===== config.mk =====
export PLATFORM = sky130hd
export DESIGN_NAME = blink_round_iter
export DESIGN_NICKNAME = d
export VERILOG_FILES = /design/src/rtl/blink_pkg.sv /design/src/rtl/blink_round.sv /design/src/rtl/blink_round_iter.sv
export SDC_FILE = /design/constraint.sdc
export NUM_CORES = 1
export LEC_CHECK = 0
export ABC_CLOCK_PERIOD_IN_PS = 2100
export BUFFER_PORTS_ARGS = -buffer_cell sky130_fd_sc_hd__buf_2
export CORE_ASPECT_RATIO = 1.25
export CORE_MARGIN = 2
export CORE_UTILIZATION = 49
export CTS_CLUSTER_DIAMETER = 150
export DETAILED_ROUTE_END_ITERATION = 8
export GPL_TIMING_DRIVEN = 1
export HOLD_SLACK_MARGIN = 0.12
export MAX_ROUTING_LAYER = met4
export PLACE_DENSITY = 0.79
export SYNTH_ARGS = -nofsm -noshare
export SYNTH_HDL_FRONTEND = slang
export SYNTH_HIERARCHICAL = 1
export SYNTH_SLANG_ARGS = --single-unit
export TNS_END_PERCENT = 20

===== constraint.sdc =====
create_clock -name clk -period 2.1 [get_ports clk]
set_input_delay 0 -clock clk [delete_from_list [all_inputs] [get_ports clk]]
set_output_delay 0 -clock clk [all_outputs]
set_load 0.01 [all_outputs]

===== src/rtl/blink_pkg.sv =====
// blink_pkg: shared FSM states, legal widths and cipher tables for the blink round engine
package blink_pkg;
  typedef enum logic [1:0] {IDLE, ROUND, DONE} fsm_t;
  localparam int BL_SMALL = 64;
  localparam int BL_LARGE = 128;
  localparam int IDXW_DEF = 6;
  localparam logic [3:0] SBOX [16] = '{4'hc, 4'h6, 4'h9, 4'h0, 4'h1, 4'ha, 4'h2, 4'hb,
                                       4'h3, 4'h8, 4'h5, 4'hd, 4'h4, 4'he, 4'h7, 4'hf};
  localparam int SHUF [16] = '{0, 1, 2, 3, 7, 4, 5, 6, 10, 11, 8, 9, 13, 14, 15, 12};
endpackage


===== src/rtl/blink_round.sv =====
// blink_round: one cipher round -- SubCells, MixColumns with AddKey, ShuffleCells
module blink_round
  import blink_pkg::*;
#(
  parameter int BLOCK_LEN = 64
) (
  input  logic [BLOCK_LEN-1:0] s,
  input  logic [BLOCK_LEN-1:0] k,
  output logic [BLOCK_LEN-1:0] y
);
  localparam int CW = BLOCK_LEN / 16;
  logic [CW-1:0] a [16];
  logic [CW-1:0] m [16];
  // substitute every nibble of every cell, then add the round tweakey
  always_comb begin
    for (int i = 0; i < 16; i++)
      for (int j = 0; j < CW / 4; j++)
        a[i][j*4 +: 4] = SBOX[s[i*CW + j*4 +: 4]] ^ k[i*CW + j*4 +: 4];
  end
  for (genvar c = 0; c < 4; c++) begin : g_col
    assign m[c]      = a[c] ^ a[8+c] ^ a[12+c];
    assign m[4+c]    = a[c];
    assign m[8+c]    = a[4+c] ^ a[8+c];
    assign m[12+c]   = a[c] ^ a[8+c];
  end
  for (genvar i = 0; i < 16; i++) begin : g_shuf
    assign y[i*CW +: CW] = m[SHUF[i]];
  end
endmodule


===== src/rtl/blink_round_iter.sv =====
// blink_round_iter: iterative block cipher engine, one round per accepted round key
module blink_round_iter
  import blink_pkg::*;
#(
  parameter int BLOCK_LEN = 64,
  parameter int NR        = 16,
  parameter int IDXW      = IDXW_DEF
) (
  input  logic                 clk,
  input  logic                 rst_n,
  input  logic                 in_valid,
  output logic                 in_ready,
  input  logic [BLOCK_LEN-1:0] in_data,
  output logic                 rk_req,
  output logic [IDXW-1:0]      rk_idx,
  input  logic                 rk_valid,
  input  logic [BLOCK_LEN-1:0] rk_data,
  output logic                 out_valid,
  input  logic                 out_ready,
  output logic [BLOCK_LEN-1:0] out_data,
  input  logic                 abort,
  output logic                 busy
);
  fsm_t fsm, fsm_nx;
  logic [BLOCK_LEN-1:0] st, st_nx, rnd;
  logic [IDXW-1:0] cnt, cnt_nx;
  logic last;
  blink_round #(.BLOCK_LEN(BLOCK_LEN)) u_round (.s(st), .k(rk_data), .y(rnd));
  assign last = cnt == IDXW'(NR - 1);
  // state register, round counter and FSM state
  always_ff @(posedge clk or negedge rst_n) begin
    if (!rst_n) begin
      fsm <= IDLE;
      st  <= '0;
      cnt <= '0;
    end else begin
      fsm <= fsm_nx;
      st  <= st_nx;
      cnt <= cnt_nx;
    end
  end
  // next state: load, iterate on key arrival, hand off; abort overrides everything
  always_comb begin
    fsm_nx = fsm;
    st_nx  = st;
    cnt_nx = cnt;
    case (fsm)
      IDLE: if (in_valid && !abort) begin
        st_nx  = in_data;
        cnt_nx = '0;
        fsm_nx = ROUND;
      end
      ROUND: if (rk_valid) begin
        st_nx  = rnd;
        cnt_nx = last ? cnt : cnt + 1'b1;
        fsm_nx = last ? DONE : ROUND;
      end
      DONE: fsm_nx = out_ready ? IDLE : DONE;
      default: fsm_nx = IDLE;
    endcase
    if (abort) fsm_nx = IDLE;
  end
  assign in_ready  = fsm == IDLE;
  assign rk_req    = fsm == ROUND;
  assign rk_idx    = cnt;
  assign out_valid = fsm == DONE;
  assign out_data  = out_valid ? st : '0;
  assign busy      = fsm != IDLE;
endmodule


==> run metrics, run 1 <==
worst-margin pin slew=0.9858 ns; WHS Endpoint=st[0]; synthesized flop and latch total=72; status=finished with violations; CP cell instances=inv_2 -> ha_2 -> inv_1 -> mux4_2 -> xor2_1 -> buf_4 -> buf_6 -> xnor2_1 -> mux2i_1 -> o21ai_1; average cell area after synthesis=8.707 um2; min-delay src=rk_data[48]; RSZ-0062 raised after global routing=true; post-route ant nets=0; die area=15780 um2; WHS Path Cells=5; # setup viols final=20; Clk pin slew, worst setup/hold paths=0.06 ns; Synth Cell Area=7244 um2; most frequent cells in the layout=buf_2 (206), buf_4 (110), nand2_1 (91), o21ai_0 (82), dfrtp_1 (72); Lkg Pwr=5.095 nW; TritonRoute pass-1 iters=5; All-Layer GR Usage=30.13%; Worst setup EP type=flip-flop; most common cell after layout, fill and taps aside=buf_2; element type at the critical path start=flip-flop; Ports=208; CP max stage delay=0.45 ns; fin worst setup slack=-0.1216 ns; Routed wire per std cell=17.59 um; CP Class=flip-flop to flip-flop; core area=14410 um2; Initial Utilization=50.28%; remaining global-route overflow=0; chip height=139.9 um; FF-to-FF End=st[44]; Fillers=992; number of max-cap violations=0; Highest Clock Rate=450.1 MHz; WP data required=2.31 ns; Final min period=2.222 ns; largest area contributor in the netlist=dfrtp_1; row cnt=49; gpl congestion=0.8922; layout cell share with drive strength beyond 1=34.87%; CTS Sinks=72; initial antenna violation count=2; DRC viols=0; Sequential Area=1802 um2; WL final=24.20 mm; total CTS buffers=9; IO Port Bufs=207; Worst Skew=0.009488 ns; largest cells by area after synthesis=dfrtp_1 (25%), ha_1 (11%), mux2i_1 (8.8%), xnor2_1 (8.6%), o21ai_0 (7.5%); Synthesis Warnings=6; clock tree root buffer cell=clkbuf_16; reg2reg setup slack=-0.12 ns; worst reg2reg path startpoint=st[36]; global-route wire length before repair=36.40 mm; largest net degree at the start of global routing=73; family with the most delay on the worst path=multiplexers; Fin. Hold Viols=0; period utilization=105.8%; Post-DP HPWL=16.86 mm; HP Class=input port to flip-flop; TNS Setup=-1.177 ns; synth-to-layout area growth=46.06%; Nets=1390; Slew HR=34.28%; width of the die=112.8 um; Worst Path Max Fanout=3; Starting DRT DRC Count=499; critical path arrival=2.44 ns; pwr dens=1333 nW/um2; sum of buffers and inverters on the critical path=4; Post-Layout Cell Count=1376; slowest cell on the critical path=mux4_2; Reg2Reg Depth=10; placed insts=1277; Max rail drop VDD=0.9032 mV; clk_lat worst skew=0.34 ns; failing checks=negative setup slack; syn nets=1031; CTS tree=done; htree depth=3; Yosys top cell area share=24.87%; post-synthesis sequential area ratio=24.87%; Unique masters post-synth=44; vias in the first global route=7237; Syn Inst Count=832; vias per cell=5.371; Via Count=7390; Multi-input gate area=5411 um2; clk buf depth=2; Slew Limit Fails=0
-- report_power, final --
part	switching, mW	internal [mW]
clock	0.595	0.830
combinational	4.96	5.29
sequential	0.609	1.82
total	6.16	7.94
-- stage by stage --
step / utilization, % / instance area, um2 / total power [mW] / hold slack (ns) / setup WS, ns
5_1_grt: 73.44 / 10580 / 14.97 / 0.1705 / -0.1889
2_1_floorplan: - / 7244 / 8.022 / -0.2956 / 0.01446
4_1_cts: 72.15 / 10400 / 13.34 / 0.1255 / -0.08620
3_5_place_dp: 63.47 / 9145 / 11.10 / 0.2190 / -0.2211
3_3_place_gp: 63.47 / 9145 / 10.79 / 0.2102 / -0.1638
6_report: 73.44 / 10580 / 14.10 / 0.1440 / -0.1216
-- metal layers --
metal / share of wire (%) / vias to the layer above / global-route usage (%)
met2: 52 / 331 / 52.66
li1: - / 3496 / -
met5: 0 / - / -
met4: 4.4 / 0 / 14.12
met1: 39 / 3495 / 35.15
met3: 5.1 / 68 / 2.120
-- timing repair --
action / CTS / global route
gates resized for setup: 45 / 45
pin swaps: 19 / 25
setup buffers: 8 / 4
endpoints found under the hold margin: 139 / 0
hold buffers: 69 / 0
endpoints found under the setup margin: 27 / 37
-- synthesized netlist by cell type --
master,n
xnor2_1,71
mux4_2,12
mux2_2,2
a21oi_2,1
xor2_2,3
a31oi_1,14
or4_1,10
and2_1,64
o21ai_0,109
or2_2,1
nand2b_1,3
a211oi_1,5
a21oi_1,12
clkbuf_2,1
xnor2_4,1
xnor3_1,4
xnor2_2,6
mux2i_1,64
dfrtp_1,72
xor2_1,43
buf_2,9
o21ai_2,3
or4_4,1
nor2_1,46
ha_1,65
nor2b_1,3
nor3_1,14
nand2_1,91
and2_2,1
clkbuf_1,26
inv_2,2
a32o_1,1
nor4b_4,1
o21ai_1,4
o311ai_0,1
o31ai_1,2
buf_6,5
o41ai_1,1
a21o_1,1
nor4b_1,1
inv_1,49
nand3_1,2
buf_4,4
nand3b_1,1
-- worst reg2reg max path, delay by kind of cell (launching register included) --
family / cells / cell delay, ns
xor gates and xnor gates: 2 / 0.28
adders and majority gates: 1 / 0.19
buffers and inverters: 4 / 0.46
muxes: 2 / 0.66
AOI/OAI and AO/OA: 1 / 0.09
DFF: 1 / 0.43
-- state kept, by name, summed over array words and instances, names as in the netlist --
register / flops
st: 64
fsm: 2
rk_idx: 6
-- worst max path at each step --
stage | from | end | slack, ns | cells past startpoint
global route | st[36] | st[44] | -0.19 | 10
finish | st[36] | st[44] | -0.12 | 10
CTS | st[32] | st[0] | -0.09 | 8
detailed placement | st[36] | st[4] | -0.22 | 9
floorplan | st[40] | st[8] | 0.01 | 8
global placement | st[32] | st[3] | -0.16 | 9
-- cell type report --
cell class / instances / share of cell area [%]
flip-flops and latches: 72 / 17.03
inverters: 51 / 1.809
clock buffers: 13 / 2.365
clock inverters: 3 / 0.1655
multi-input cells: 664 / 51.14
diodes: 2 / 0.04730
well taps: 178 / 2.105
repair buffers: 393 / 25.34
-- cells by family after synthesis --
logic type / count (synthesis) / synth area share (%)
AOI/OAI and AO/OA: 154 / 11.54
adders and majority gates: 65 / 11.23
xor gates and xnor gates: 128 / 17.43
buffers and inverters: 96 / 5.872
DFF: 72 / 24.87
muxes: 78 / 12.88
and+or+nand+nor: 239 / 16.18
(Power assumes the default switching activity.)
==> inputs of run 2 (changes only) <==
- PLACE_DENSITY: 0.79 -> 0.81
==> run metrics, run 2 (synthesis results as in run 1) <==
Reg2Reg Depth=9 (-1); FF-to-FF End=st[15]; Fin. Hold Viols=0 (unchanged); critical path arrival=2.58 ns (+0.14 ns); failing checks=negative setup slack; Nets=1391 (+0.072%); TNS Setup=-2.070 ns (-0.8928 ns); vias in the first global route=7591 (+4.9%); Via Count=7458 (+0.92%); Sequential Area=1803 um2 (about the same); Initial Utilization=50.28% (unchanged); internal power=8.539 mW (+7.6%); Fillers=917 (-7.6%); remaining global-route overflow=0 (unchanged); Post-DP HPWL=16.83 mm (-0.16%); vias per cell=5.408 (+0.70%); worst-margin pin slew=0.9942 ns (+0.008314 ns); fin worst setup slack=-0.2171 ns (-0.09551 ns); Max rail drop VDD=0.6743 mV (-25%); clk_lat worst skew=0.34 ns (about the same); post-route ant nets=0 (unchanged); sequential share of power=16.4% (-0.8 points); most frequent cells in the layout=buf_2 (206), buf_4 (110), nand2_1 (91), o21ai_0 (80), dfrtp_1 (71); largest net degree at the start of global routing=73 (unchanged); Starting DRT DRC Count=464 (-7.0%); HP Class=input port to flip-flop; layout cell share with drive strength beyond 1=36.34% (+1.5 points); gpl congestion=0.9400 (+5.4%); die area=15780 um2 (unchanged); Slew HR=33.72% (-0.55 points); clock tree root buffer cell=clkbuf_16; total CTS buffers=9 (unchanged); status=finished with violations; Routed wire per std cell=18.32 um (+4.2%); Lkg Pwr=5.163 nW (+1.3%); number of max-cap violations=0 (unchanged); DRC viols=0 (unchanged); Final min period=2.317 ns (+0.09551 ns); element type at the critical path start=flip-flop; max reg flops=64 (unchanged); sw power=6.522 mW (+5.8%); TritonRoute pass-1 iters=6 (+1); WP data required=2.36 ns (+0.05 ns); min-delay src=in_data[41]; width of the die=112.8 um (unchanged); All-Layer GR Usage=31.40% (+1.3 points); largest register by flop count=st; RSZ-0062 raised after global routing=true; period utilization=110.3% (+4.5 points); Worst setup EP type=flip-flop; switch share=43.30% (-0.41 points); chip height=139.9 um (unchanged); reg2reg setup slack=-0.22 ns (-0.10 ns); clk buf depth=2 (unchanged); Clk pin slew, worst setup/hold paths=0.06 ns (about the same); IO Port Bufs=207 (unchanged); worst reg2reg path startpoint=st[12]; core area=14410 um2 (unchanged); initial antenna violation count=3 (+1); Power Total=15.06 mW (+6.8%); CTS tree=done; htree depth=3 (unchanged); # setup viols final=27 (+35%); Worst Skew=0.008368 ns (-0.001119 ns); CP Class=flip-flop to flip-flop; WHS Path Cells=4 (-1); WL final=25.26 mm (+4.4%); global-route wire length before repair=38.02 mm (+4.5%); pwr dens=1400 nW/um2 (+5.0%); CTS Sinks=72 (unchanged); Highest Clock Rate=431.6 MHz (-4.1%); combinational share of power=71.3% (-1.3 points); Slew Limit Fails=0 (unchanged); Multi-input gate area=5503 um2 (+1.7%); Clock Power Share=12.3% (+2.2 points); row cnt=49 (unchanged); Worst Path Max Fanout=3 (unchanged); Ports=208 (unchanged); most common cell after layout, fill and taps aside=buf_2; WHS Endpoint=st[41]; synth-to-layout area growth=48.52%
[run 2: cell types whose count changed in the layout (fill, tap and decap cells not counted), moves of 4 or more]
cell / delta
xor2_1: -5
buf_6: +4
xnor2_1: -4
buf_12: -4
xor2_2: +7
[run 2: power by group through the flow]
stage / sequential [mW] / clock [mW] / combinational [mW]
2_1_floorplan: 2.35 / 0 / 5.68
5_1_grt: 2.54 / 1.95 / 11.4
4_1_cts: 2.40 / 1.86 / 9.56
6_report: 2.46 / 1.86 / 10.7
3_5_place_dp: 2.42 / 0 / 8.54
3_3_place_gp: 2.39 / 0 / 8.27
[run 2: layout make-up]
class / count / share of cell area, %
antenna: 4 / 0.09303
timing repair buffer: 394 / 24.85
tap: 178 / 2.070
sequential: 72 / 16.76
clock inverter: 5 / 0.9536
inverter: 51 / 1.779
multi-input combinational: 664 / 51.15
clock buffer: 11 / 2.349
[run 2: worst max path at each step]
stage | start | end | cells past startpoint | slack [ns]
after floorplan | st[40] | st[8] | 8 | 0.01
after global placement | st[44] | st[15] | 9 | -0.28
after detailed placement | st[44] | st[15] | 9 | -0.34
after CTS | st[44] | st[12] | 8 | -0.11
after global routing | st[12] | st[15] | 9 | -0.27
final | st[12] | st[15] | 9 | -0.22
[run 2: layer usage]
metal	share of wire (%)	routed length (um)	GRT usage [%]
met1	39	9805	37.18
met3	5.9	1483	4.803
met5	0	0	-
met2	50	12590	51.21
met4	5.5	1389	17.14
[run 2: what timing repair did]
item / in CTS / in global routing
endpoints found under the hold margin: 138 / 0
buffers inserted: 13 / 9
cloned: 0 / 0
resized for setup: 48 / 67
endpoints found under the setup margin: 24 / 52
hold buffers: 69 / 0
pin swaps: 19 / 32
[run 2: through the flow]
| stage | cell area, um2 | hold slack (ns) | setup WS [ns] | cells | util (%) |
|---|---|---|---|---|---|
| floorplan | 7244 | -0.2956 | 0.01446 | 832 | - |
| global placement | 9047 | 0.2124 | -0.2770 | 1269 | 62.80 |
| detailed placement | 9047 | 0.2213 | -0.3366 | 1269 | 62.80 |
| CTS | 10430 | 0.1520 | -0.1061 | 1367 | 72.37 |
| global route | 10760 | 0.1985 | -0.2661 | 1378 | 74.66 |
| finish | 10760 | 0.1677 | -0.2171 | 1379 | 74.68 |
[run 2: critical path, stage by stage, from the launching register on]
cell and delay (ns):
dfrtp_1 0.40, inv_2 0.08, ha_1 0.22, or4_1 0.57
o21ai_2 0.11, xnor2_2 0.17, xor2_2 0.25, xnor2_1 0.15
mux2i_1 0.11, o21ai_1 0.17
